--- src/rtl/inst_prefetch_buffer_pkg.sv ---
// Shared types for the instruction prefetch buffer: fetch FSM states and queue entry layout.
package inst_prefetch_buffer_pkg;

   typedef enum logic [1:0] {
      PfIdle = 2'd0,
      PfReq  = 2'd1,
      PfDrop = 2'd2
   } pf_state_e;

   typedef struct packed {
      logic [29:0] addr;
      logic [31:0] data;
   } pf_entry_t;

endpackage

--- src/rtl/inst_prefetch_buffer_if.sv ---
// Instruction memory read channel: request held until ack, data returned with ack.
interface inst_prefetch_buffer_if;

   logic        imem_req;
   logic [31:0] imem_addr;
   logic        imem_ack;
   logic [31:0] imem_rdata;

   modport master (
      output imem_req,
      output imem_addr,
      input  imem_ack,
      input  imem_rdata
   );

   modport slave (
      input  imem_req,
      input  imem_addr,
      output imem_ack,
      output imem_rdata
   );

endinterface

--- src/rtl/inst_prefetch_buffer_pf_fifo.sv ---
// Synchronous FIFO of {word address, instruction} entries; flush overrides push and pop.
module pf_fifo
   import inst_prefetch_buffer_pkg::*;
#(
   parameter int unsigned DEPTH = 4,
   localparam int unsigned PtrW = $clog2(DEPTH),
   localparam int unsigned CntW = PtrW + 1
) (
   input  logic            clk,
   input  logic            rst_n,
   input  logic            push,
   input  logic            pop,
   input  logic            flush,
   input  pf_entry_t       wdata,
   output pf_entry_t       head,
   output logic [CntW-1:0] count
);

   logic [PtrW-1:0] wr_ptr_q, rd_ptr_q;
   logic [CntW-1:0] count_q;
   pf_entry_t       mem_q [DEPTH];
   logic            do_push, do_pop;

   assign do_push = push & ~flush;
   assign do_pop  = pop & ~flush & (count_q != '0);

   always_ff @(posedge clk) begin
      if (!rst_n) begin
         wr_ptr_q <= '0;
         rd_ptr_q <= '0;
         count_q  <= '0;
      end else if (flush) begin
         wr_ptr_q <= '0;
         rd_ptr_q <= '0;
         count_q  <= '0;
      end else begin
         if (do_push) wr_ptr_q <= wr_ptr_q + PtrW'(1);
         if (do_pop)  rd_ptr_q <= rd_ptr_q + PtrW'(1);
         count_q <= count_q + CntW'(do_push) - CntW'(do_pop);
      end
   end

   // Storage needs no reset; count gates every read.
   always_ff @(posedge clk) begin
      if (do_push) mem_q[wr_ptr_q] <= wdata;
   end

   assign head  = mem_q[rd_ptr_q];
   assign count = count_q;

endmodule

--- src/rtl/inst_prefetch_buffer.sv ---
// Sequential instruction prefetch queue between IF and a variable-latency instruction memory.
module inst_prefetch_buffer
   import inst_prefetch_buffer_pkg::*;
#(
   parameter int unsigned DEPTH      = 4,
   parameter logic [31:0] RESET_ADDR = 32'h0
) (
   input  logic                          clk,
   input  logic                          rst_n,
   input  logic                          inst_ren,
   input  logic [31:0]                   inst_addr,
   input  logic                          inst_take,
   output logic [31:0]                   inst_data,
   output logic                          inst_ready,
   inst_prefetch_buffer_if.master        imem
);

   localparam int unsigned CntW      = $clog2(DEPTH) + 1;
   localparam logic [CntW-1:0] FullCnt = CntW'(DEPTH);
   localparam logic [31:0] ResetWord = {RESET_ADDR[31:2], 2'b00};

   pf_state_e       state_q, state_d;
   logic [31:0]     fetch_addr_q, fetch_addr_d;
   logic [31:0]     req_addr_q, req_addr_d;
   pf_entry_t       head, push_entry;
   logic [CntW-1:0] fifo_count;
   logic            empty, hit, miss, pop, push;
   logic            unused_addr_bits;

   assign unused_addr_bits = ^inst_addr[1:0];

   assign empty = (fifo_count == '0);
   assign hit   = inst_ren & ~empty & (head.addr == inst_addr[31:2]);
   // Waiting on an empty queue for the address already being fetched is not a redirect.
   assign miss  = inst_ren & ~hit & ~(empty & (fetch_addr_q[31:2] == inst_addr[31:2]));
   assign pop   = hit & inst_take;
   assign push  = (state_q == PfReq) & imem.imem_ack & ~miss;

   assign push_entry = '{addr: req_addr_q[31:2], data: imem.imem_rdata};

   pf_fifo #(
      .DEPTH (DEPTH)
   ) u_fifo (
      .clk   (clk),
      .rst_n (rst_n),
      .push  (push),
      .pop   (pop),
      .flush (miss),
      .wdata (push_entry),
      .head  (head),
      .count (fifo_count)
   );

   always_ff @(posedge clk) begin
      if (!rst_n) begin
         state_q      <= PfIdle;
         fetch_addr_q <= ResetWord;
         req_addr_q   <= ResetWord;
      end else begin
         state_q      <= state_d;
         fetch_addr_q <= fetch_addr_d;
         req_addr_q   <= req_addr_d;
      end
   end

   always_comb begin
      state_d      = state_q;
      req_addr_d   = req_addr_q;
      fetch_addr_d = fetch_addr_q;
      if (miss) begin
         fetch_addr_d = {inst_addr[31:2], 2'b00};
      end else if (push) begin
         fetch_addr_d = fetch_addr_q + 32'd4;
      end
      unique case (state_q)
         PfIdle: begin
            if (!miss && (fifo_count < FullCnt)) begin
               req_addr_d = fetch_addr_q;
               state_d    = PfReq;
            end
         end
         PfReq: begin
            if (imem.imem_ack) begin
               state_d = PfIdle;
            end else if (miss) begin
               state_d = PfDrop;
            end
         end
         PfDrop: begin
            if (imem.imem_ack) state_d = PfIdle;
         end
         default: state_d = PfIdle;
      endcase
   end

   always_comb begin
      imem.imem_req  = (state_q == PfReq) || (state_q == PfDrop);
      imem.imem_addr = req_addr_q;
      inst_ready     = hit;
      inst_data      = hit ? head.data : 32'h0;
   end

endmodule

--- src/flat_wrapper.sv ---
// flat-port wrapper written by rule: the top's interface ports become plain ports
module inst_prefetch_buffer_flat import inst_prefetch_buffer_pkg::*;
#(
   parameter int unsigned DEPTH      = 4,
   parameter logic [31:0] RESET_ADDR = 32'h0
)
  (clk, rst_n, inst_ren, inst_addr, inst_take, inst_data, inst_ready, imem_imem_req, imem_imem_addr, imem_imem_ack, imem_imem_rdata);
  inst_prefetch_buffer_if imem_i ();
  input  logic clk;
  input  logic rst_n;
  input  logic inst_ren;
  input  logic [31:0] inst_addr;
  input  logic inst_take;
  output logic [31:0] inst_data;
  output logic inst_ready;
  output wire logic [$bits(imem_i.imem_req)-1:0] imem_imem_req;
  output wire logic [$bits(imem_i.imem_addr)-1:0] imem_imem_addr;
  input wire logic [$bits(imem_i.imem_ack)-1:0] imem_imem_ack;
  input wire logic [$bits(imem_i.imem_rdata)-1:0] imem_imem_rdata;
  assign imem_imem_req = imem_i.imem_req;
  assign imem_imem_addr = imem_i.imem_addr;
  assign imem_i.imem_ack = imem_imem_ack;
  assign imem_i.imem_rdata = imem_imem_rdata;
  inst_prefetch_buffer #(.DEPTH(DEPTH), .RESET_ADDR(RESET_ADDR)) u_core (.clk(clk), .rst_n(rst_n), .inst_ren(inst_ren), .inst_addr(inst_addr), .inst_take(inst_take), .inst_data(inst_data), .inst_ready(inst_ready), .imem(imem_i));
endmodule
--- config.mk ---
export PLATFORM = sky130hd
export DESIGN_NAME = inst_prefetch_buffer_flat
export DESIGN_NICKNAME = d
export VERILOG_FILES = /design/src/rtl/inst_prefetch_buffer_pkg.sv /design/src/rtl/inst_prefetch_buffer_if.sv /design/src/rtl/inst_prefetch_buffer_pf_fifo.sv /design/src/rtl/inst_prefetch_buffer.sv /design/src/flat_wrapper.sv
export SDC_FILE = /design/constraint.sdc
export NUM_CORES = 1
export LEC_CHECK = 0
export BUFFER_PORTS_ARGS = -buffer_cell sky130_fd_sc_hd__buf_2
export CAP_MARGIN = 15
export CORE_MARGIN = 5
export CORE_UTILIZATION = 59
export DETAILED_ROUTE_END_ITERATION = 8
export GPL_TIMING_DRIVEN = 0
export PLACE_DENSITY_LB_ADDON = 0.08
export SLEW_MARGIN = 20
export SYNTH_ARGS = -nofsm -noshare
export SYNTH_HDL_FRONTEND = slang
export SYNTH_HIERARCHICAL = 1
export SYNTH_SLANG_ARGS = --single-unit
--- constraint.sdc ---
create_clock -name clk -period 5.3 [get_ports clk]
set_input_delay 1.06 -clock clk [delete_from_list [all_inputs] [get_ports clk]]
set_output_delay 1.06 -clock clk [all_outputs]
set_load 0.005 [all_outputs]
## Word-level counts from Yosys, hierarchy flattened

Memory sizes are Yosys's and may differ from the RTL's. A register that Yosys moved wholly into a read port is not among the register bits.
Index checks and enable logic that the tools add are counted.

- Reduce and logical (&&, ||, !) cells: 10
- Div/mod/pow operators: 0
- Shift-type cells: 0
- Order comparisons: 1
- Equal/unequal tests: 7
- $mul: 0
- Mux-type cells: 12
- Bitwise operators: 16
- Add/subtract/negate cells: 5

Operators by type and width:

| cell | count |
|---|---|
| 32-bit 2-to-1 mux | 3 |
| 30-bit == test | 2 |
| 32-bit by 3-bit adder with 32-bit output, second input constant | 1 |
| 2-bit 2-to-1 mux | 6 |
| 1-bit AND | 11 |
| 2-bit case mux with 3 select lines | 1 |
| 1-bit inverter | 5 |
| 2-bit by 1-bit adder with 2-bit output, second input constant | 2 |
| 3-bit by 1-bit adder with 3-bit output | 1 |
| 3-bit zero test | 1 |
| 3-bit < comparator, second input constant | 1 |
| 3-bit by 2-bit inequality test with 1-bit output, second input constant | 1 |
| 3-bit AND reduction | 1 |
| 3-bit nonzero test | 1 |
| 3-bit by 1-bit subtractor with 3-bit output | 1 |
| 2-bit by 1-bit == test with 1-bit output, second input constant | 1 |
| 2-bit == test, second input constant | 1 |
| 2-bit zero test | 1 |
| 1-bit 2-to-1 mux | 2 |
| 2-bit by 1-bit inequality test with 1-bit output, second input constant | 1 |
| 2-bit inequality test, second input constant | 1 |
| 2-bit AND reduction | 1 |
| 2-bit nonzero test | 1 |
| 2-bit OR reduction | 1 |
| other kinds (3) | 3 |

- Bits in latches: 0
- Register bits: 73
- Bits in read-only memories: 0
- Word-level logic and storage cells: 59
- Memory bits (writable): 248
- Memories: 1
- Input bits: 69

Memory list:

| name | depth | width | rd ports | clocked after Yosys merged registers in | write ports | RTL line | text |
|---|---|---|---|---|---|---|---|
| u_core.u_fifo.mem_q | 4 | 62 | 1 | 1 | 1 | inst_prefetch_buffer_pf_fifo.sv:21 | `pf_entry_t mem_q [DEPTH];` |

## Longest topological paths before layout

Gate-level depths: netlist of run 1.

- Depth in word-level cells: 12
- Gate-level depth with buffers: 20

## Hierarchy

Netlist of run 1, hierarchy kept.

By module, submodules not included:

| module | cells each | area each (µm²) | seq. area each (µm²) | instances |
|---|---|---|---|---|
| pf_fifo | 372 | 9502.9 | 7627.3 | 1 |
| inst_prefetch_buffer | 485 | 3965.1 | 1241.2 | 1 |

## Worst setup path before layout of run 1

No wires, ideal clock.

- Path kind: register to register
- From: register (tool-made name)
- To: memory u_core/u_fifo/mem_q[0][0] (netlist name) (enable)
- Slack: 0.424 ns
- Library setup time: 0.427 ns
- Cell stages (with the launch flop): 15
- Period minus slack after synthesis: 4.876 ns
- Data required time: 4.873 ns
- Data arrival time: 4.450 ns
- Cells stage by stage: dfxtp_1 -> buf_6 -> buf_12 -> mux4_2 -> xor2_1 -> nor4_2 -> nand4_1 -> nor4_2 -> buf_4 -> or2_4 -> buf_12 -> inv_2 -> nor2_1 -> nor2b_1 -> and2_1

RTL lines:

| item | RTL line |
|---|---|
| to (decl) | inst_prefetch_buffer_pf_fifo.sv:21 |

==> results.md, run 1 <==
- Number of flops mapped to enable cells by yosys: 248
- Fmax: 0.197 GHz
- TritonCTS clock tree: yes
- All-layer global routing usage: 22.7%
- Syn_area_per_cell: 15.7 sq um
- Clock root cell: clkbuf_16
- Clock transition at path regs: 0.05 ns
- Synth unique cells: 48
- Top-level I/O count: about 140
- Final worst clock skew: a little over 0.02 ns
- Rows: 55
- Worst path max stage delay: 0.54 ns
- Post-route clock period utilization: 95.6%
- Routed Antenna Nets: 0
- Antenna diode count: 0
- Min-Delay Path Class: reg2reg
- Final hold vios: 0
- Register area share after synthesis: 65.8%
- DRT Wirelength: 28.9 mm
- CTS Buf Count: 34
- Core box area: 22600 sq um
- Leak: 0.00563 uW
- Die H: approximately 160 um
- Max transition margin: 38.6%
- Asr flop ratio synth: 0%
- Die width: 161 um
- Gr ovfl total: 0
- Slew Viols, Final: 0
- Pwr per Cell Area: approximately 340 nW/um^2
- Pin count of the biggest net entering global routing: 39
- Worst Path Max Fanout: 16
- Cell Area, Placed: approximately 15000 sq um
- PortBufs: 130
- Via Count: 7650
- Top_reg_cell synth: edfxtp_1
- CTS Buffer Depth: 3
- HPWL after DPL: 20.0 mm
- RSZ-0062 raised after global routing: no
- Cell area after layout: 15700 sq um
- VDD IR-drop max: 302 uV
- Initial drt markers: 527
- Power, Total: between 5000 and 6000 uW
- Synth-to-layout area growth: 16.6%
- Mapped Cells: 857
- Die area: 25900 sq um
- Clk_lat worst skew: 0.51 ns
- Mapped cell area: between 10000 and 15000 sq um
- Post-CTS setup buffers: 0
- Clock sinks: 319
- Total Nets Final: 1107
- Share of post-route cells with drive strength above 1: 28.7%
- Setup violations, final: 0
- CP arrival: 5.45 ns
- Drt via density: 5.72
- Final min period: 5.06 ns
- Vias in the first global route: 7913
- Syn. warnings: 6
- Startpoint types: flip-flop
- Drt pass-1 iters: 5
- Sum Neg Setup Slack: 0 ns
- Critical path type: reg2reg
- H-tree depth: 2
- Slew at the pin closest to its max-slew limit: 0.914 ns
- Starting Density: between 50 and 60%
- RD Place Congestion: 0.904
- Status: complete, no violations
- First-pass GRT wire length: 45.3 mm
- DRC viols: 0
- Req. time, crit path: around 5.7 ns
- Critical Path End Type: flip-flop
- Critical-path top delay cell: mux4_2
- Critical-path cell list: buf_6 > buf_12 > mux4_2 > xor2_1 > nor4_2 > nand4_1 > nor4_2 > buf_4 > or2_4 > buf_12 > inv_2 > nor2_1 > nor2b_1 > inv_1 > ha_1 > inv_1 > ha_1 > fa_1 > xor3_1 > nor2_1
- Initial antenna violation count: 0
- WL/cell: roughly 22 um
- Maxcap violations: 0
- Synthesis-stage register bit count: 319
stage by stage:
stage               setup WS, ns  hold slack [ns]  cells  util [%]
finish                     0.235            0.499   1337      69.6
global route              0.0111            0.535   1337      69.6
CTS                        0.108            0.504   1337      69.5
detailed placement       -0.0826            0.496   1277      64.6
global placement           -1.82            0.474   1273      64.1
floorplan                  0.424            0.451    858         -
cells in the final DEF, fill, tap and decap left out, types with 6 or more instances in the layout:
master / count
buf_4: 6
inv_1: 16
buf_12: 12
edfxtp_1: 248
and2_1: 35
a211oi_2: 20
ha_1: 10
mux4_2: 60
clkbuf_1: 36
nand4_1: 11
xor2_1: 67
buf_2: 139
o21ai_0: 30
nor4_1: 12
clkbuf_16: 35
nor3_1: 8
xnor2_1: 22
dfxtp_1: 70
nand2_1: 45
nor2_1: 57
nand3_1: 40
path summary, 6_finish.rpt:
| kind | startpoint | to | slack [ns] | depth (start not counted) |
|---|---|---|---|---|
| setup / recovery | flip-flop | u_core/u_fifo/count[2]$_SDFF_PP0_ | 0.24 | 20 |
| hold / removal | u_core/u_fifo/rd_ptr_q[1]$_SDFFE_PP0P_ | flip-flop | 0.50 | 2 |
| setup reg to reg | flip-flop | u_core/u_fifo/count[2]$_SDFF_PP0_ | 0.24 | 20 |
| hold reg to reg | u_core/u_fifo/rd_ptr_q[1]$_SDFFE_PP0P_ | flip-flop | 0.50 | 2 |
kinds of logic after synthesis:
group / after synthesis / synth area share (%)
XOR/XNOR: 90 / 5.96
multiplexers: 67 / 10.8
AO/OA/AOI/OAI: 61 / 3.71
other: 1 / 0.0278
buffers and inverters: 67 / 3.33
flip-flops: 319 / 65.8
adder cells (fa/ha/maj): 11 / 1.08
AND/OR/NAND/NOR: 241 / 9.25
worst max-delay path: cells and delay by family, from the launching register on:
kind          cells  cell delay (ns)
xor+xnor          2             0.43
flops             1             0.33
buf+inv           7             1.07
simple gates      7             1.71
fa+ha+maj         3             0.85
mux               1             0.54
where the power goes:
part / total (uW) / switching (uW) / internal [uW]
clock: 2350 / 908 / 1450
sequential: 2770 / 42.4 / 2730
combinational: 260 / 160 / 101
total: 5380 / 1110 / 4270
flip-flops by register name (all words and copies together) (netlist names), named ones only:
register,flops
u_core/fetch_addr_q,30
u_core/imem.imem_addr,30
u_core/state_q,2
u_core/u_fifo/count,3
u_core/u_fifo/mem_q,248
u_core/u_fifo/rd_ptr_q,2
u_core/u_fifo/wr_ptr_q,2
synth_stat cells (3+ instances only):
master	number	area (sq um)
a211oi_2	20	250
and2_1	39	244
and3_1	5	31.3
and4_1	5	43.8
buf_1	3	11.3
buf_12	9	180
buf_2	10	50.1
buf_4	5	37.5
clkbuf_1	21	78.8
dfxtp_1	71	1420
edfxtp_1	248	7450
ha_1	10	125
inv_1	16	60.1
mux2i_1	5	50.1
mux4_2	60	1350
nand2_1	45	169
nand3_1	40	200
nand4_1	11	68.8
nor2_1	57	214
nor3_1	8	40.0
nor3_2	3	30.0
nor4_1	13	81.3
nor4_2	3	37.5
o21ai_0	30	150
o31ai_1	3	22.5
or3_1	3	18.8
xnor2_1	22	193
xor2_1	67	587
cell type report:
class,count,area (sq um)
sequential,319,8870
fill,1559,6870
multi-input combinational,472,4180
clock buffer,53,963
timing repair buffer,134,738
buffer,49,383
tap,285,357
clock inverter,8,145
inverter,17,63.8
timing repair:
action                                  CTS  global route
pin swaps                                 0             0
gates resized for setup                   2             2
endpoints found under the setup margin   42            21
hold buffers                              0             0
metal layers:
layer  up-vias  GRT usage (%)  share of wire, %
li1       3565              -                 -
met1      3810           31.4                42
met2       215           36.3                48
met3        60           4.36               5.9
met4         0           8.80               3.6
met5         -              0                 0
Note: power is estimated with default switching activity, not from simulation.
==> run 2: changes to the inputs <==
Settings changed: CAP_MARGIN 15 to 10, CELL_PAD_IN_SITES_DETAIL_PLACEMENT from default to 0, CELL_PAD_IN_SITES_GLOBAL_PLACEMENT from default to 1, CORE_UTILIZATION 59 to 50.
==> results.md, run 2 (synthesis results as in run 1) <==
- Worst Path Max Fanout: 16
- Slew Viols, Final: 0
- Critical path type: reg2reg
- Hold_buf cts: 0
- Final hold vios: 0
- PortBufs: 130
- Most frequent cells in the layout: edfxtp_1 (248), buf_2 (140), dfxtp_1 (70), xor2_1 (67), mux4_2 (60)
- Slew at the pin closest to its max-slew limit: 0.873 ns
- All-layer global routing usage: 19.9%
- Startpoint types: flip-flop
- Vias in the first global route: between 7000 and 8000
- TritonCTS clock tree: yes
- Initial drt markers: roughly 600
- Worst Hold Slack: 0.478 ns
- Maxcap violations: 0
- Core box area: 26700 sq um
- Critical-path cell list: buf_6 > buf_12 > mux4_2 > xor2_1 > nor4_2 > nand4_1 > nor4_2 > buf_4 > or2_4 > buf_12 > inv_2 > nor2_2 > nor2b_2 > inv_1 > ha_1 > inv_1 > ha_1 > fa_1 > xor3_1 > nor2_1
- Critical-path top delay cell: mux4_2
- Die area: 30300 sq um
- WL/cell: 21.5 um
- Gr busiest metal: met2
- Pwr per Cell Area: 343 nW/um^2
- Max reg flops: roughly 250
- Commonest non-fill, non-tap cell in the layout: edfxtp_1
- Starting Density: 50.4%
- H-tree depth: 2
- # fillers: about 2100
- Total Nets Final: 1108
- Post-place setup slack: -0.213 ns
- CTS Buffer Depth: 3
- Power, Total: 5420 uW
- Rows: 60
- Fmax: 0.203 GHz
- Via Count: 7645
- Cell Area, Placed: 14700 sq um
- Pin count of the biggest net entering global routing: 44
- Routed Antenna Nets: 0
- Setup ws final: 0.367 ns
- Gr ovfl total: 0
- Clock root cell: clkbuf_16
- R2R Path End: u_core/u_fifo/count[2]$_SDFF_PP0_
- DRT Wirelength: 30.0 mm
- Post-route clock period utilization: 93.1%
- Top-level I/O count: between 100 and 150
- Worst path max stage delay: 0.53 ns
- Met1 Use GR: 28.4%
- GR Layer Usage met3: 3.55%
- Setup crit end: u_core/u_fifo/count[2]$_SDFF_PP0_
- Drt pass-1 iters: 4
- Clock sinks: 319
- Max transition margin: 41.4%
- RD Place Congestion: 0.853
- Reg2reg path depth: 20
- Reg area: 8870 sq um
- Reg2reg setup slack: 0.37 ns
- RSZ-0062 raised after global routing: no
- DRC viols: 0
- Initial antenna violation count: 1
- Met2 Use GR: 31.8%
- Share of post-route cells with drive strength above 1: 29.2%
- HPWL after DPL: a little over 20 mm
- Drt via density: approximately 5.5
- Final worst clock skew: 0.0157 ns
- Die width: 174 um
- Status: complete, no violations
- Clock transition at path regs: around 0.060 ns
- First-pass GRT wire length: roughly 47 mm
- Post-CTS setup buffers: 0
- Synth-to-layout area growth: 17.4%
- Leak: 0.00565 uW
- VDD IR-drop max: 265 uV
- Clk_lat worst skew: 0.51 ns
- Critical Path End Type: flip-flop
- Cts repair resizes: 2
- Die H: 174 um
- Antenna diode count: 0
- CP arrival: 5.33 ns
- CTS Buf Count: 35
- Req. time, crit path: 5.70 ns
- Min-Delay Path Class: reg2reg
- Final min period: 4.93 ns
- Cell area after layout: 15800 sq um
- Largest Register: u_core/u_fifo/mem_q
- Multi-input logic area: roughly 4200 sq um
- Setup violations, final: 0
[run 2: routing by layer]
layer | share of wire [%] | wire (um) | vias up
met5 | 0 | 0 | -
met2 | 48 | 14300 | 183
li1 | - | - | 3586
met4 | 2.3 | 696 | 0
met1 | 46 | 13700 | 3837
met3 | 4.4 | 1330 | 39
[run 2: worst max-delay path, delay by kind of cell, from the launching register on]
family                   cells  cell delay (ns)
XOR/XNOR                     2             0.42
buffers and inverters        7             1.07
multiplexers                 1             0.53
adder cells (fa/ha/maj)      3             0.81
AND/OR/NAND/NOR              7             1.64
flip-flops                   1             0.32
[run 2: stage by stage]
stage	setup TNS [ns]	util [%]	instances
detailed placement	-12.46	54.9	1333
global route	0	59.2	1394
floorplan	0	-	858
global placement	-494.96	54.4	1329
finish	0	59.2	1394
CTS	0	59.1	1394
[run 2: how the worst min path moves through the flow]
stage | start | to | slack, ns | cells after the start
global placement | u_core/state_q[1]$_SDFFE_PN0P_ | u_core/state_q[1]$_SDFFE_PN0P_ | 0.47 | 2
detailed placement | u_core/state_q[1]$_SDFFE_PN0P_ | u_core/state_q[1]$_SDFFE_PN0P_ | 0.48 | 2
global route | u_core/u_fifo/rd_ptr_q[1]$_SDFFE_PP0P_ | flip-flop | 0.52 | 2
finish | u_core/state_q[1]$_SDFFE_PN0P_ | u_core/state_q[1]$_SDFFE_PN0P_ | 0.48 | 2
floorplan | u_core/state_q[1]$_SDFFE_PN0P_ | u_core/state_q[1]$_SDFFE_PN0P_ | 0.45 | 2
CTS | u_core/state_q[1]$_SDFFE_PN0P_ | u_core/state_q[1]$_SDFFE_PN0P_ | 0.49 | 2
[run 2: cell type report]
cell class	count	share of cell area, %
buffer	49	2.41
timing repair buffer	134	4.76
inverter	17	0.404
multi-input combinational	472	26.5
sequential	319	56.1
clock inverter	14	1.21
tap	341	2.70
clock buffer	48	5.97
[run 2: power breakdown]
part | leakage [uW] | switching, uW | total, uW | internal [uW]
logic | 0.00221 | 163 | 264 | 101
clock network | 0.000551 | 937 | 2390 | 1450
registers | 0.00290 | 43.0 | 2770 | 2730
==> run 3: changes to the inputs <==
--- a/config.mk
+++ b/config.mk
@@ -12,3 +12,3 @@
 export CORE_MARGIN = 5
-export CORE_UTILIZATION = 50
+export CORE_UTILIZATION = 45
 export DETAILED_ROUTE_END_ITERATION = 8
==> constraint.sdc (replaced) <==
create_clock -name clk -period 4.39 [get_ports clk]
set_input_delay 0.6585 -clock clk [delete_from_list [all_inputs] [get_ports clk]]
set_output_delay 0.6585 -clock clk [all_outputs]
set_load 0.005 [all_outputs]
==> results.md, run 3 (synthesis results as in run 1) <==
- Clk_lat worst skew: ~0.52 ns
- Reg2reg path depth: 21
- Total Nets Final: 1140
- RD Place Congestion: 0.828
- Startpoint types: flip-flop
- Die area: approximately 33000 sq um
- CTS Buffer Depth: 3
- Critical path type: reg2out
- Reg2reg setup slack: 0.14 ns
- Fmax: approximately 0.23 GHz
- Req. time, crit path: 3.73 ns
- Largest Register: u_core/u_fifo/mem_q
- Initial antenna violation count: 0
- Die width: between 150 and 200 um
- Post-route clock period utilization: 97.8%
- Pin count of the biggest net entering global routing: 44
- Pwr per Cell Area: 404 nW/um^2
- Hold depth: 1
- CP arrival: around 3.6 ns
- Die H: approximately 180 um
- Rows: 63
- Drt via density: 5.26
- Critical Path End Type: output port
- Final worst clock skew: 0.0198 ns
- Leak: 0.00589 uW
- Worst Hold Path EP: u_core/u_fifo/mem_q[0][4]$_DFFE_PP_
- Clock root cell: clkbuf_16
- Final min period: 4.29 ns
- Drt pass-1 iters: 5
- DRC viols: 0
- Routed Antenna Nets: 0
- Via Count: 7777
- Commonest non-fill, non-tap cell in the layout: edfxtp_1
- Cell area after layout: 16400 sq um
- Sum Neg Setup Slack: 0 ns
- Clock transition at path regs: 0.06 ns
- Clock sinks: roughly 320
- Maxcap violations: 0
- Starting Density: 45.6%
- Slew Viols, Final: 0
- Hold path start: imem_imem_rdata[4]
- PortBufs: 130
- Power, Total: between 6000 and 7000 uW
- Min-Delay Path Class: in2reg
- TritonCTS clock tree: yes
- Gr ovfl total: 0
- HPWL after DPL: 21.2 mm
- Cell Area, Placed: 14700 sq um
- Max reg flops: 248
- Max transition margin: between 40% and 50%
- Status: complete, no violations
- Slew at the pin closest to its max-slew limit: 0.889 ns
- WL/cell: 21.3 um
- Vias in the first global route: ~7800
- Synth-to-layout area growth: 21.7%
- DRT Wirelength: 31.5 mm
- Final hold vios: 0
- Core box area: 29600 sq um
- Share of post-route cells with drive strength above 1: 32.8%
- VDD IR-drop max: 238 uV
- Most frequent cells in the layout: edfxtp_1 (248), buf_2 (137), dfxtp_1 (69), xor2_1 (62), mux4_2 (60)
- Hold_buf cts: 0
- CTS Buf Count: 35
- All-layer global routing usage: between 10% and 20%
- H-tree depth: 2
- Top-level I/O count: 135
- R2R Path End: u_core/u_fifo/count[1]$_SDFF_PP0_
- Worst Path Max Fanout: 10
- Initial drt markers: 461
- First-pass GRT wire length: about 47 mm
- Setup violations, final: 0
[run 3: changes by cell type in the layout (fill, tap and decap cells not counted), sizes merged]
cell    change
bufinv      -1
clkbuf     +10
buf        +29
diode       +1
clkinv      -4
[run 3: metrics by stage]
step                hold WS [ns]  std cells  util (%)  worst slack [ns]
finish                     0.359       1478      55.4            0.0968
global route               0.343       1477      55.4           -0.0563
CTS                        0.338       1447      54.0           -0.0247
detailed placement         0.482       1382      49.8             -1.23
global placement           0.479       1378      49.4             -1.84
floorplan                  0.451        858         -             0.187
[run 3: layout make-up]
class | count | area [sq um]
Clock buffer | 55 | 1030
Tap cell | 390 | 488
Clock inverter | 9 | 134
Buffer | 49 | 405
Fill cell | 2473 | 13200
Inverter | 17 | 90.1
Multi-Input combinational cell | 472 | 4310
Sequential cell | 319 | 8870
Timing Repair Buffer | 166 | 1060
Antenna cell | 1 | 2.50
[run 3: power breakdown]
| group | total [uW] | switching (uW) | internal (uW) | leakage (uW) |
|---|---|---|---|---|
| sequential | 3340 | 51.9 | 3290 | 0.00290 |
| combinational | 336 | 206 | 130 | 0.00242 |
| clock | 2940 | 1140 | 1800 | 0.000569 |
[run 3: worst max path at each step]
stage / cells past startpoint / slack [ns] / to
after floorplan: 14 / 0.19 / u_core/u_fifo/mem_q[0][0]$_DFFE_PP_
after global placement: 14 / -1.84 / u_core/u_fifo/mem_q[1][50]$_DFFE_PP_
after detailed placement: 20 / -1.23 / u_core/u_fifo/count[2]$_SDFF_PP0_
after CTS: 20 / -0.02 / u_core/u_fifo/count[2]$_SDFF_PP0_
after global routing: 21 / -0.06 / u_core/u_fifo/count[1]$_SDFF_PP0_
final: 13 / 0.1 / inst_data[6]
[run 3: repair_timing]
item / 4_1_cts / 5_1_grt
setup endpoints to repair: 284 / 192
gates resized for setup: 17 / 26
buffers inserted: 2 / 28
pin swaps: 3 / 17
cloned: 0 / 2
[run 3: per-layer routing]
| layer | GRT usage (%) | vias up | part of all wire [%] |
|---|---|---|---|
| met5 | 0 | - | 0 |
| met4 | 4.92 | 0 | 2.1 |
| met3 | 3.09 | 48 | 5.2 |
| met2 | 30.4 | 197 | 48 |
| met1 | 26.0 | 3896 | 44 |
| li1 | - | 3636 | - |
[run 3: worst max-delay path, cell delays in order (launching register included)]
cell      delay [ns]
dfxtp_2         0.34
buf_12          0.15
buf_12          0.14
buf_6           0.09
mux4_2          0.57
xor2_4          0.19
nor4_4          0.29
nand4_1         0.15
nor4_2          0.30
buf_4           0.17
buf_4           0.21
clkbuf_4        0.24
and2_1          0.15
buf_2           0.11
